===== src/rtl/ftsd_scan_ctrl.sv =====
// Four-digit FTSD scan controller: per-frame snapshot of the font codes,
// one active-low digit select per slot, optional whole-display blinking.
module ftsd_scan_ctrl #(
   parameter int SCAN_DIV     = 50000,
   parameter int BLINK_FRAMES = 64
) (
   input  logic       clk,
   input  logic       rst,
   input  logic       en,
   input  logic [5:0] digit0,
   input  logic [5:0] digit1,
   input  logic [5:0] digit2,
   input  logic [5:0] digit3,
   input  logic       blink_en,
   output logic [3:0] ftsd_ctl,
   output logic [5:0] ftsd_in,
   output logic       frame_done
);

   localparam int PW = $clog2(SCAN_DIV);
   localparam int FW = (BLINK_FRAMES > 1) ? $clog2(BLINK_FRAMES) : 1;
   localparam logic [PW-1:0] P_LAST = PW'(SCAN_DIV - 1);
   localparam logic [FW-1:0] F_LAST = FW'(BLINK_FRAMES - 1);

   typedef enum logic {ST_IDLE = 1'b0, ST_RUN = 1'b1} state_t;

   state_t         state, state_nxt;
   logic [PW-1:0]  presc, presc_nxt;
   logic [1:0]     idx, idx_nxt;
   logic [5:0]     shadow [4];
   logic [5:0]     shadow_nxt [4];
   logic [FW-1:0]  frame_cnt, frame_cnt_nxt;
   logic           blink_phase, blink_nxt;
   logic [3:0]     ctl_nxt;
   logic [5:0]     in_nxt;
   logic           fd_nxt;
   logic           wrap;

   function automatic logic [3:0] sel_decode(input logic [1:0] i);
      case (i)
         2'd0:    sel_decode = 4'b0111;
         2'd1:    sel_decode = 4'b1011;
         2'd2:    sel_decode = 4'b1101;
         2'd3:    sel_decode = 4'b1110;
         default: sel_decode = 4'b1111;
      endcase
   endfunction

   // Next-state and next-output computation; outputs are registered below.
   always_comb begin
      state_nxt     = state;
      presc_nxt     = presc;
      idx_nxt       = idx;
      shadow_nxt    = shadow;
      frame_cnt_nxt = frame_cnt;
      blink_nxt     = blink_phase;
      ctl_nxt       = 4'b1111;
      in_nxt        = 6'd0;
      fd_nxt        = 1'b0;
      wrap          = 1'b0;

      if (!en) begin
         state_nxt = ST_IDLE;
         presc_nxt = {PW{1'b0}};
         idx_nxt   = 2'd0;
      end else begin
         case (state)
            ST_IDLE: begin
               shadow_nxt[0] = digit0;
               shadow_nxt[1] = digit1;
               shadow_nxt[2] = digit2;
               shadow_nxt[3] = digit3;
               idx_nxt       = 2'd0;
               presc_nxt     = {PW{1'b0}};
               state_nxt     = ST_RUN;
            end
            ST_RUN: begin
               if (presc == P_LAST) begin
                  presc_nxt = {PW{1'b0}};
                  idx_nxt   = idx + 2'd1;
                  if (idx == 2'd3) begin
                     wrap          = 1'b1;
                     shadow_nxt[0] = digit0;
                     shadow_nxt[1] = digit1;
                     shadow_nxt[2] = digit2;
                     shadow_nxt[3] = digit3;
                  end else begin
                     wrap = 1'b0;
                  end
               end else begin
                  presc_nxt = presc + PW'(1);
               end
            end
            default: state_nxt = ST_IDLE;
         endcase
      end

      // Blink counts frame wraps only while enabled; dropping blink_en wins over a toggle.
      if (!blink_en) begin
         frame_cnt_nxt = {FW{1'b0}};
         blink_nxt     = 1'b0;
      end else if (wrap) begin
         if (frame_cnt == F_LAST) begin
            frame_cnt_nxt = {FW{1'b0}};
            blink_nxt     = ~blink_phase;
         end else begin
            frame_cnt_nxt = frame_cnt + FW'(1);
         end
      end else begin
         frame_cnt_nxt = frame_cnt;
      end

      if (en) begin
         in_nxt  = shadow_nxt[idx_nxt];
         ctl_nxt = blink_nxt ? 4'b1111 : sel_decode(idx_nxt);
         fd_nxt  = wrap;
      end else begin
         in_nxt  = 6'd0;
         ctl_nxt = 4'b1111;
         fd_nxt  = 1'b0;
      end
   end

   // State and output registers with synchronous reset.
   always_ff @(posedge clk) begin
      if (rst) begin
         state       <= ST_IDLE;
         presc       <= {PW{1'b0}};
         idx         <= 2'd0;
         for (int i = 0; i < 4; i++) shadow[i] <= 6'd0;
         frame_cnt   <= {FW{1'b0}};
         blink_phase <= 1'b0;
         ftsd_ctl    <= 4'b1111;
         ftsd_in     <= 6'd0;
         frame_done  <= 1'b0;
      end else begin
         state       <= state_nxt;
         presc       <= presc_nxt;
         idx         <= idx_nxt;
         for (int i = 0; i < 4; i++) shadow[i] <= shadow_nxt[i];
         frame_cnt   <= frame_cnt_nxt;
         blink_phase <= blink_nxt;
         ftsd_ctl    <= ctl_nxt;
         ftsd_in     <= in_nxt;
         frame_done  <= fd_nxt;
      end
   end

endmodule


===== config.mk =====
export PLATFORM = sky130hd
export DESIGN_NAME = ftsd_scan_ctrl
export DESIGN_NICKNAME = d
export VERILOG_FILES = /design/src/rtl/ftsd_scan_ctrl.sv
export SDC_FILE = /design/constraint.sdc
export NUM_CORES = 1
export LEC_CHECK = 0
export CORE_ASPECT_RATIO = 1.1
export CORE_MARGIN = 1.5
export CORE_UTILIZATION = 55
export CTS_BUF_LIST = sky130_fd_sc_hd__clkbuf_2 sky130_fd_sc_hd__clkbuf_4 sky130_fd_sc_hd__clkbuf_8
export DETAILED_ROUTE_END_ITERATION = 16
export PLACE_DENSITY = 0.81
export SETUP_SLACK_MARGIN = 0.02
export SLEW_MARGIN = 20
export SYNTH_ARGS = -nofsm -noshare
export SYNTH_HDL_FRONTEND = slang
export SYNTH_SLANG_ARGS = --single-unit

===== constraint.sdc =====
create_clock -name clk -period 6.5 [get_ports clk]
set_input_delay 1.625 -clock clk [delete_from_list [all_inputs] [get_ports clk]]
set_output_delay 1.625 -clock clk [all_outputs]
set_load 0.02 [all_outputs]

# After elaboration in Yosys (flattened, before gate mapping)
# Cells that the tools add are included.
# totals
regBits	61
input_bits	28
# op_classes
n_lt_le_gt_ge	1
reduce_logical	4
addsub	3
eq_ne	6
mux	22
bitwise	5
# ops
cell	count
24-bit two-way mux	3
24-bit one-hot mux with 2 select lines	1
16-bit one-hot mux with 2 select lines	1
6-bit two-way mux	3
16-bit by 1-bit adder with 16-bit output (second input constant)	1
16-bit equality test (second input constant)	1
16-bit two-way mux	1
4-bit one-hot mux with 4 select lines	1
6-bit binary-select mux with 2-bit select	1
1-bit two-way mux	8
6-bit by 1-bit adder with 6-bit output (second input constant)	1
2-bit equality test (second input constant)	3
6-bit equality test (second input constant)	1
2-bit two-way mux	2
1-bit inverter	4
2-bit one-hot mux with 2 select lines	1
2-bit OR reduction	2
3-bit >= comparator (second input constant)	1
2-bit inverter with 3-bit output	1
3-bit OR reduction	1
2-bit by 1-bit adder with 2-bit output (second input constant)	1
2-bit by 1-bit equality test with 1-bit output (second input constant)	1
2-bit logical NOT	1

# Depth between registers and ports, before layout
# Gate-level depths: netlist of run 1.
# logic_depth
word_depth	8
mapped_depth	9

# Worst setup path after synthesis of run 1
# No wires, ideal clock.
# synth_path
path_kind	input-to-reg
from	input en
to	register ftsd_in[5]
path_slack_ns	3.389
setup_ns	0.122
path_buffers	1
stages	7
t_arrival_ns	2.989
path_cell_list	nand2_1 > or2_2 > mux2i_2 > buf_6 > mux2i_1 > nor3_1 > a311o_1
# synth_between
elab_chain_cells	5
elab_cells_between_ends	8
cone_classes	mux: 5; bitwise: 2; reduce/logical: 1
# synth_rtl
element	line	source
start, declared	9	input logic en,
2-bit two-way mux	62	if (!en) begin
2-bit inverter with 3-bit output (implied by the code)	114	in_nxt = shadow_nxt[idx_nxt];
6-bit binary-select mux with 2-bit select	114	
6-bit two-way mux (implied by the code) (2 in series)	114	
end signal, assigned	144	ftsd_in <= in_nxt;
end, declared	16	output logic [5:0] ftsd_in,
# Several ways; a longest one is shown, not always the timed one. The select of a mux whose other input is x is not followed.
# A chain may end at the register's enable or synchronous reset.

# Worst setup path in the final report of run 1
# Same ends and word-level chain as after synthesis.

==> out/metrics.cfg, run 1 <==
[hold_path]
hp-start=shadow[8]
hold_end=shadow[8]
hold_path_class=reg2reg
holdPathStages=2

[clock_tree]
cts_sinks=61
ctsHoldBuffers=0
cts_resized=0
max-clock-path-buffers=2
postCtsSetupBuffers=0
numCtsBuffers=9
root_buffer=clkbuf_8
htree_levels=3
clock_latency_ns=0.34
clk_pin_slew_worst_paths_ns=0.06
cts_tree=done

[placement]
io_buffer_count=38
post-place-ws_ns=2.25
place_congestion=0.846
dp_hpwl_um=3810

[power]
leakagePower_uw=0.00122
p_clk_frac=0.406
internal-power_uw=593
swShare=0.221
power_density_nw_per_um2=232
combPwrFrac=0.082
fin_total_pwr_uw=761
p_sw_uw=168
sequentialPowerShare=0.512
peakVddDrop_mv=0.151

[finish]
final_layout_size_suffix_gt1_frac=0.107
area_growth_syn_to_layout_pct=21.7
insertedDiodeCount=0
nNetsFinal=372
final_cell_mix=dfxtp_1, nand2_1, clkdlybuf4s50_1
layout.cells.most_common=dfxtp_1
final_util=0.701

[timing]
fmax_mhz=256
worst_pin_slew_ns=1.03
setup_viol=0
post-route-period-util=0.600
hold_viol=0
worst_clock_skew_ns=0.00586
setup_ws_ns=2.60
slew_headroom=0.308
tns_ns=0
rsz0062_at_grt=no
drv_slew=0
period_needed_ns=3.90

[critical_path]
crit_required_ns=6.72
critPathTopFamily=multiplexers
r2r-start=presc[4]
cpPeakStageDelay_ns=0.75
start_kind=input port
path_buf_inv=1
cp.depth=7
worstPathMaxFanout=16
slowest_stage=mux2i_2
crit_type=in2reg
cp.arrival_ns=4.12
crit_path_end_kind=flop
crit_chain=clkdlybuf4s50_1, nand2_1, or2_2, mux2i_2, mux2i_1, nor3_1, a311o_1
reg2reg_to=ftsd_in[5]
r2r_setup_slack_ns=3.40
r2r_cells=6

[synth]
syn_nets=333
syn-cell-area_um2=2700
synthCells=302
synth_xor_area_frac=0.0585
synthAdderAreaFrac=0.0139
synth_compound_area_frac=0.0821
synth-warning-count=0
ys_types=42
synthMuxAreaShare=0.112
synthSimpleGateAreaFrac=0.254
synth_top_family_by_area=simple AND/OR/NAND/NOR gates
ys_seq_elements=61
synth_seq_area_share=0.453
avgSynthCellArea_um2=8.93

[die]
die_h_um=76.4
die_area_um2=5330
rows=26
die_w_um=69.8
start_util=0.576
core_area_um2=4680
ioPinCount=39

[routing]
totalWireLength_um=5360
viasPerCell=5.42
wl_per_cell_um=13.4
vias=2172
drtIter0Drc=107
drc=0
antenna_left=0
drtPass1Iterations=4

[run_status]
status=completed

[grt]
overflow=0
use_met2=0.369
antenna_found_initial=0
grt_pass1_wl_um=9210
grt_use_met3=0.0410
grt_busiest_layer=met2
grt_pass1_vias=2076
track_usage=0.214
gr-usage-met1=0.250
grt_max_degree=29

[run]
max_cap_violations=0

[synth_stat cells (all sizes together)]
master | count | area, µm²
o311ai | 1 | 8.76
nor2 | 32 | 120
or2 | 2 | 12.5
nor4b | 1 | 23.8
mux2 | 14 | 158
or3b | 1 | 8.76
clkbuf | 7 | 26.3
a21oi | 20 | 100
a31oi | 1 | 6.26
nand2b | 3 | 18.8
a41o | 1 | 10.0
inv | 3 | 11.3
nand4 | 5 | 31.3
nand4bb | 2 | 22.5
o22ai | 3 | 18.8
a21o | 1 | 7.51
dfxtp | 61 | 1220
and2 | 2 | 12.5
clkinv | 1 | 3.75
ha | 3 | 37.5
o221ai | 3 | 26.3
a311o | 1 | 10.0
or3 | 3 | 18.8
mux2i | 14 | 144
o41ai | 1 | 16.3
o21ai | 2 | 10.0
buf | 4 | 31.3
nor2b | 5 | 31.3
xnor2 | 5 | 43.8
nor4 | 1 | 12.5
nand3b | 1 | 7.51
o211ai | 1 | 7.51
or4b | 1 | 13.8
nand2 | 58 | 218
nand3 | 17 | 85.1
nor3 | 2 | 10.0
xor2 | 13 | 114
and3 | 6 | 37.5
[worst min-delay path: stages (launching register included)]
cell and delay (ns):
dfxtp_1 0.31, nand2_1 0.05, a21oi_1 0.05
[registers in the layout, summed over array words and instances (netlist names)]
register and flops:
state 1, presc 16, idx 2, shadow 24, ftsd_in 6, blink_phase 1
frame_cnt 6, frame_done 1, ftsd_ctl 4
[power by group through the flow]
stage | logic [µW] | clock network [µW] | registers [µW]
after detailed placement | 62.2 | 0 | 398
after floorplan | 32.6 | 0 | 399
after global routing | 69.2 | 331 | 390
final | 62.5 | 309 | 390
after global placement | 61.1 | 0 | 397
after CTS | 62.6 | 314 | 390
[logic make-up after synthesis]
kind of cell,after synthesis
and+or+nand+nor,142
xor gates and xnor gates,18
buffers and inverters,15
DFF,61
muxes,28
adders and majority gates,3
AOI/OAI and AO/OA,35
[layout make-up]
type / instances / area [µm²]
fillers: 375 / 1400
multi-input cells: 226 / 1400
clock inverters: 1 / 5.00
inverters: 4 / 15.0
clock buffers: 14 / 180
repair buffers: 39 / 388
flip-flops and latches: 61 / 1220
well taps: 56 / 70.1
[per-layer routing]
metal / vias up / wire length (µm) / share of wire
met5: - / 0 / 0
met4: 0 / 78 / 0.015
met3: 8 / 160 / 0.030
met2: 31 / 2780 / 0.52
met1: 1015 / 2340 / 0.44
li1: 1118 / - / -
[how the worst max path moves through the flow]
stage               slack, ns  from         end
finish                   2.60    en  ftsd_in[5]
detailed placement       2.25    en  ftsd_in[5]
CTS                      2.59    en  ftsd_in[5]
floorplan                3.39    en  ftsd_in[5]
global placement         2.41    en  ftsd_in[5]
global route             2.43    en  ftsd_in[5]
[per-stage QoR]
step	hold slack, ns	std cells	area, µm²
after floorplan	0.426	302	2700
after detailed placement	0.446	386	3100
after global routing	0.486	401	3280
after global placement	0.439	386	3100
after CTS	0.454	401	3280
final	0.452	401	3280
No activity file was read; power rests on OpenSTA's default activity.
==> run 2: changes to the inputs <==
clock period = 3.8 ns   (was 6.5 ns; I/O delays follow)
==> run 2 against run 1 <==
  * Cell area is 1.4% higher
  * Global-route usage is 2.0 points higher
  * Combinational power is 74% higher
  * Largest cell class unchanged
  * Cell count is 1.0% higher
  * Total power is 81% higher
  * Wire length is 6.4% higher
==> out/metrics.cfg, run 2 (synthesized netlist as in run 1, its figures left out) <==
[finish]
layout.cells.most_common=dfxtp_1
insertedDiodeCount=0
area_growth_syn_to_layout_pct=23.5
reg_top3=shadow (24), presc (16)
final_layout_size_suffix_gt1_frac=0.117
largest_reg_flops=24
nFillCells=369
nNetsFinal=375
final_cell_mix=dfxtp_1, nand2_1, clkdlybuf4s50_1
regMostFlops=shadow

[run_status]
status=completed

[grt]
grt_pass1_vias=2275
grt_max_degree=28
antenna_found_initial=0
grt_pass1_wl_um=9900
track_usage=0.234
overflow=0

[die]
core_area_um2=4680
start_util=0.576
rows=26
ioPinCount=39
die_h_um=76.4
die_area_um2=5330
die_w_um=69.8

[routing]
drc=0
viasPerCell=5.48
antenna_left=0
totalWireLength_um=5700
drtIter0Drc=57
drtPass1Iterations=4
vias=2218
wl_per_cell_um=14.1

[critical_path]
r2r_cells=6
cp.arrival_ns=3.20
start_kind=flop
crit_required_ns=4.03
crit_type=reg2reg
slowest_stage=o41ai_2
crit_chain=or4b_4, o41ai_2, and2_1, mux2i_1, nand2_1, a311o_1
r2r_setup_slack_ns=0.83
reg2reg_to=ftsd_in[5]
r2r-start=presc[5]
worstPathMaxFanout=13
cpPeakStageDelay_ns=0.60
crit_path_end_kind=flop

[clock_tree]
cts_resized=0
clk_pin_slew_worst_paths_ns=0.07
postCtsSetupBuffers=0
max-clock-path-buffers=2
cts_tree=done
root_buffer=clkbuf_8
ctsHoldBuffers=0
htree_levels=3
cts_sinks=61
clock_latency_ns=0.34
numCtsBuffers=9

[timing]
drv_slew=0
hold_viol=0
setup_ws_ns=0.831
setup_viol=0
worst_pin_slew_ns=0.658
slew_headroom=0.560
rsz0062_at_grt=no
fmax_mhz=337
post-route-period-util=0.781
period_needed_ns=2.97
tns_ns=0
worst_clock_skew_ns=0.00736

[hold_path]
holdPathStages=2
hp-start=shadow[9]
hold_path_class=reg2reg
hold_end=shadow[9]

[power]
power_density_nw_per_um2=413
leakagePower_uw=0.00125
peakVddDrop_mv=0.280

[run]
max_cap_violations=0

[placement]
dp_hpwl_um=4020
post-place-ws_ns=0.655
place_congestion=0.809
io_buffer_count=38

run 2: changes by cell type in the layout (fill, tap and decap cells not counted), sizes merged:
| cell | delta |
|---|---|
| buf | +3 |
| bufinv | +1 |
| clkbuf | -2 |
| clkinv | +2 |
run 2: final cells by class:
class | instances | area [µm²] | share of cell area
clock buffers | 12 | 165 | 0.0496
clock inverters | 4 | 45.0 | 0.0135
inverters | 4 | 15.0 | 0.00451
multi-input cells | 226 | 1400 | 0.421
flip-flops and latches | 61 | 1220 | 0.367
well taps | 56 | 70.1 | 0.0210
repair buffers | 42 | 410 | 0.123
run 2: critical path: cells and delay by family, from the launching register on:
kind	cells	cell delay, ns
mux	1	0.30
simple gates	3	1.26
flops	1	0.37
compound gates	2	0.94
run 2: worst max-delay path by stage:
| stage | endpoint | cells past startpoint | startpoint | slack [ns] |
|---|---|---|---|---|
| 2_1_floorplan | ftsd_in[5] | 7 | presc[4] | 1.24 |
| 3_3_place_gp | ftsd_in[5] | 8 | en | 0.74 |
| 3_5_place_dp | ftsd_in[5] | 8 | en | 0.65 |
| 4_1_cts | ftsd_in[5] | 6 | presc[5] | 0.86 |
| 5_1_grt | ftsd_in[4] | 7 | presc[4] | 0.70 |
| 6_report | ftsd_in[5] | 6 | presc[5] | 0.83 |
run 2: power by group:
part | total, µW | internal (µW) | switching (µW)
clock network | 602 | 353 | 249
registers | 666 | 658 | 8.23
logic | 109 | 56.1 | 52.9
total | 1380 | 1070 | 310
run 2: routing by layer:
metal  part of all wire  wire length, µm  GRT usage  up-vias
met5                  0                0          0        -
met4              0.024              137      0.125        0
met3              0.042              237     0.0675       15
met2               0.50             2880      0.393       47
met1               0.43             2450      0.265     1037
li1                   -                -          -     1119
run 2: stage by stage:
step,std cells,hold WS [ns],utilization,area [µm²],total power (µW)
finish,405,0.456,0.711,3330,1380
global route,405,0.470,0.711,3330,1430
CTS,405,0.457,0.711,3330,1390
detailed placement,389,0.447,0.666,3120,788
global placement,389,0.439,0.666,3120,785
floorplan,302,0.426,-,2700,738
==> run 3: changes to the inputs <==
clock period = 3 ns   (was 3.8 ns; I/O delays follow)
==> run 3 against run 2 <==
  * Global-route usage rose by 0.44 points
  * Sequential power rose by 27%
  * Via count rose by 2.8%
  * Total power rose by 32%
  * Die area did not move
  * Critical path depth did not move
  * Clock power rose by 38%
  * Clock skew fell by 0.00092 ns
  * Combinational power rose by 33%
  * Flip-flop and latch count did not move
  * Critical path type unchanged
  * Largest cell class unchanged
  * Largest power group unchanged
  * Highest routed layer unchanged
==> out/metrics.cfg, run 3 (synthesized netlist as in run 1, its figures left out) <==
[clock_tree]
htree_levels=3
postCtsSetupBuffers=0
clk_pin_slew_worst_paths_ns=0.07
cts_tree=done
ctsHoldBuffers=0
clock_latency_ns=0.34
max-clock-path-buffers=2
numCtsBuffers=9
root_buffer=clkbuf_8
cts_resized=0
cts_sinks=61

[timing]
worst_pin_slew_ns=0.546
post-route-period-util=0.863
drv_slew=0
period_needed_ns=2.59
setup_viol=0
worst_clock_skew_ns=0.00644
hold_viol=0
fmax_mhz=386
rsz0062_at_grt=no
slew_headroom=0.636
tns_ns=0

[critical_path]
worstPathMaxFanout=9
start_kind=flop
crit_type=reg2reg
cpPeakStageDelay_ns=0.58
crit_start=presc[5]
cp.arrival_ns=2.82
crit_path_end_kind=flop
slowest_stage=or4b_4
path_buf_inv=0
critPathTopFamily=simple AND/OR/NAND/NOR gates
crit_required_ns=3.23
crit_chain=or4b_4, o41ai_2, and2_1, mux2i_1, nand2_1, a311o_1
r2r-start=presc[5]

[placement]
place_congestion=0.793
io_buffer_count=38
dp_hpwl_um=4190
dp_cells=394

[finish]
reg_top3=shadow (24), presc (16)
regMostFlops=shadow
final_util=0.725
final_layout_size_suffix_gt1_frac=0.130
fin_cells=410
layout.cells.most_common=dfxtp_1
insertedDiodeCount=0
final_cell_mix=dfxtp_1, nand2_1, clkdlybuf4s50_1
area_growth_syn_to_layout_pct=26.0
nNetsFinal=380
largest_reg_flops=24

[grt]
track_usage=0.238
grt_max_degree=28
grt_pass1_vias=2226
overflow=0
grt_pass1_wl_um=10000
antenna_found_initial=0

[routing]
drtIter0Drc=91
antenna_left=0
totalWireLength_um=6040
wl_met2_um=3170
drc=0
drt-met1-wl_um=2520
top_layer=met4
wl_met3_um=237
vias=2280
drtPass1Iterations=5
wl_per_cell_um=14.7
viasPerCell=5.56

[die]
die_w_um=69.8
start_util=0.576
die_h_um=76.4
core_area_um2=4680
ioPinCount=39
die_area_um2=5330
rows=26

[run_status]
status=completed

[power]
power_density_nw_per_um2=535
leakagePower_uw=0.00129
swShare=0.214
combPwrFrac=0.080
sequentialPowerShare=0.464
peakVddDrop_mv=0.371
p_clk_frac=0.456
internal-power_uw=1430
p_sw_uw=390

[hold_path]
hold_path_class=reg2reg
hp-start=shadow[5]

[run]
max_cap_violations=0

-- run 3: cell count changes in the layout (fill, tap and decap cells not counted), sizes merged --
cell / delta
buf: +5
clkinv: -1
bufinv: +1
-- run 3: metal layers --
metal / vias to the layer above / global-route usage
met5: - / 0
met4: 0 / 0.104
met3: 12 / 0.0675
met2: 52 / 0.409
met1: 1081 / 0.275
li1: 1135 / -
-- run 3: area by class of cell --
| type | count | area, µm² |
|---|---|---|
| Multi-Input combinational cell | 226 | 1400 |
| Fill cell | 375 | 1290 |
| Sequential cell | 61 | 1220 |
| Timing Repair Buffer | 47 | 460 |
| Clock buffer | 12 | 159 |
| Clock inverter | 4 | 70.1 |
| Tap cell | 56 | 70.1 |
| Inverter | 4 | 15.0 |
-- run 3: worst min-delay path, cell delays in order (launching register included) --
cell,delay (ns)
dfxtp_1,0.31
nand2_1,0.05
a21oi_1,0.05
-- run 3: path summary, 6_finish.rpt --
path | end | slack [ns] | cells past startpoint
min | shadow[5] | 0.46 | 2
max | ftsd_in[5] | 0.41 | 6
min reg2reg | shadow[5] | 0.46 | 2
max reg2reg | ftsd_in[5] | 0.41 | 6
-- run 3: power by group through the flow --
| stage | clock network [µW] | registers (µW) | logic [µW] |
|---|---|---|---|
| 5_1_grt | 881 | 845 | 158 |
| 2_1_floorplan | 0 | 864 | 70.6 |
| 6_report | 829 | 844 | 145 |
| 4_1_cts | 841 | 843 | 145 |
| 3_5_place_dp | 0 | 861 | 143 |
| 3_3_place_gp | 0 | 861 | 140 |
-- run 3: per-stage QoR --
step / total power, µW / area (µm²) / setup WS, ns / hold slack, ns
floorplan: 934 / 2700 / 0.444 / 0.426
global placement: 1000 / 3170 / 0.294 / 0.439
detailed placement: 1000 / 3170 / 0.184 / 0.448
CTS: 1830 / 3400 / 0.408 / 0.458
global route: 1880 / 3400 / 0.298 / 0.480
finish: 1820 / 3400 / 0.412 / 0.456
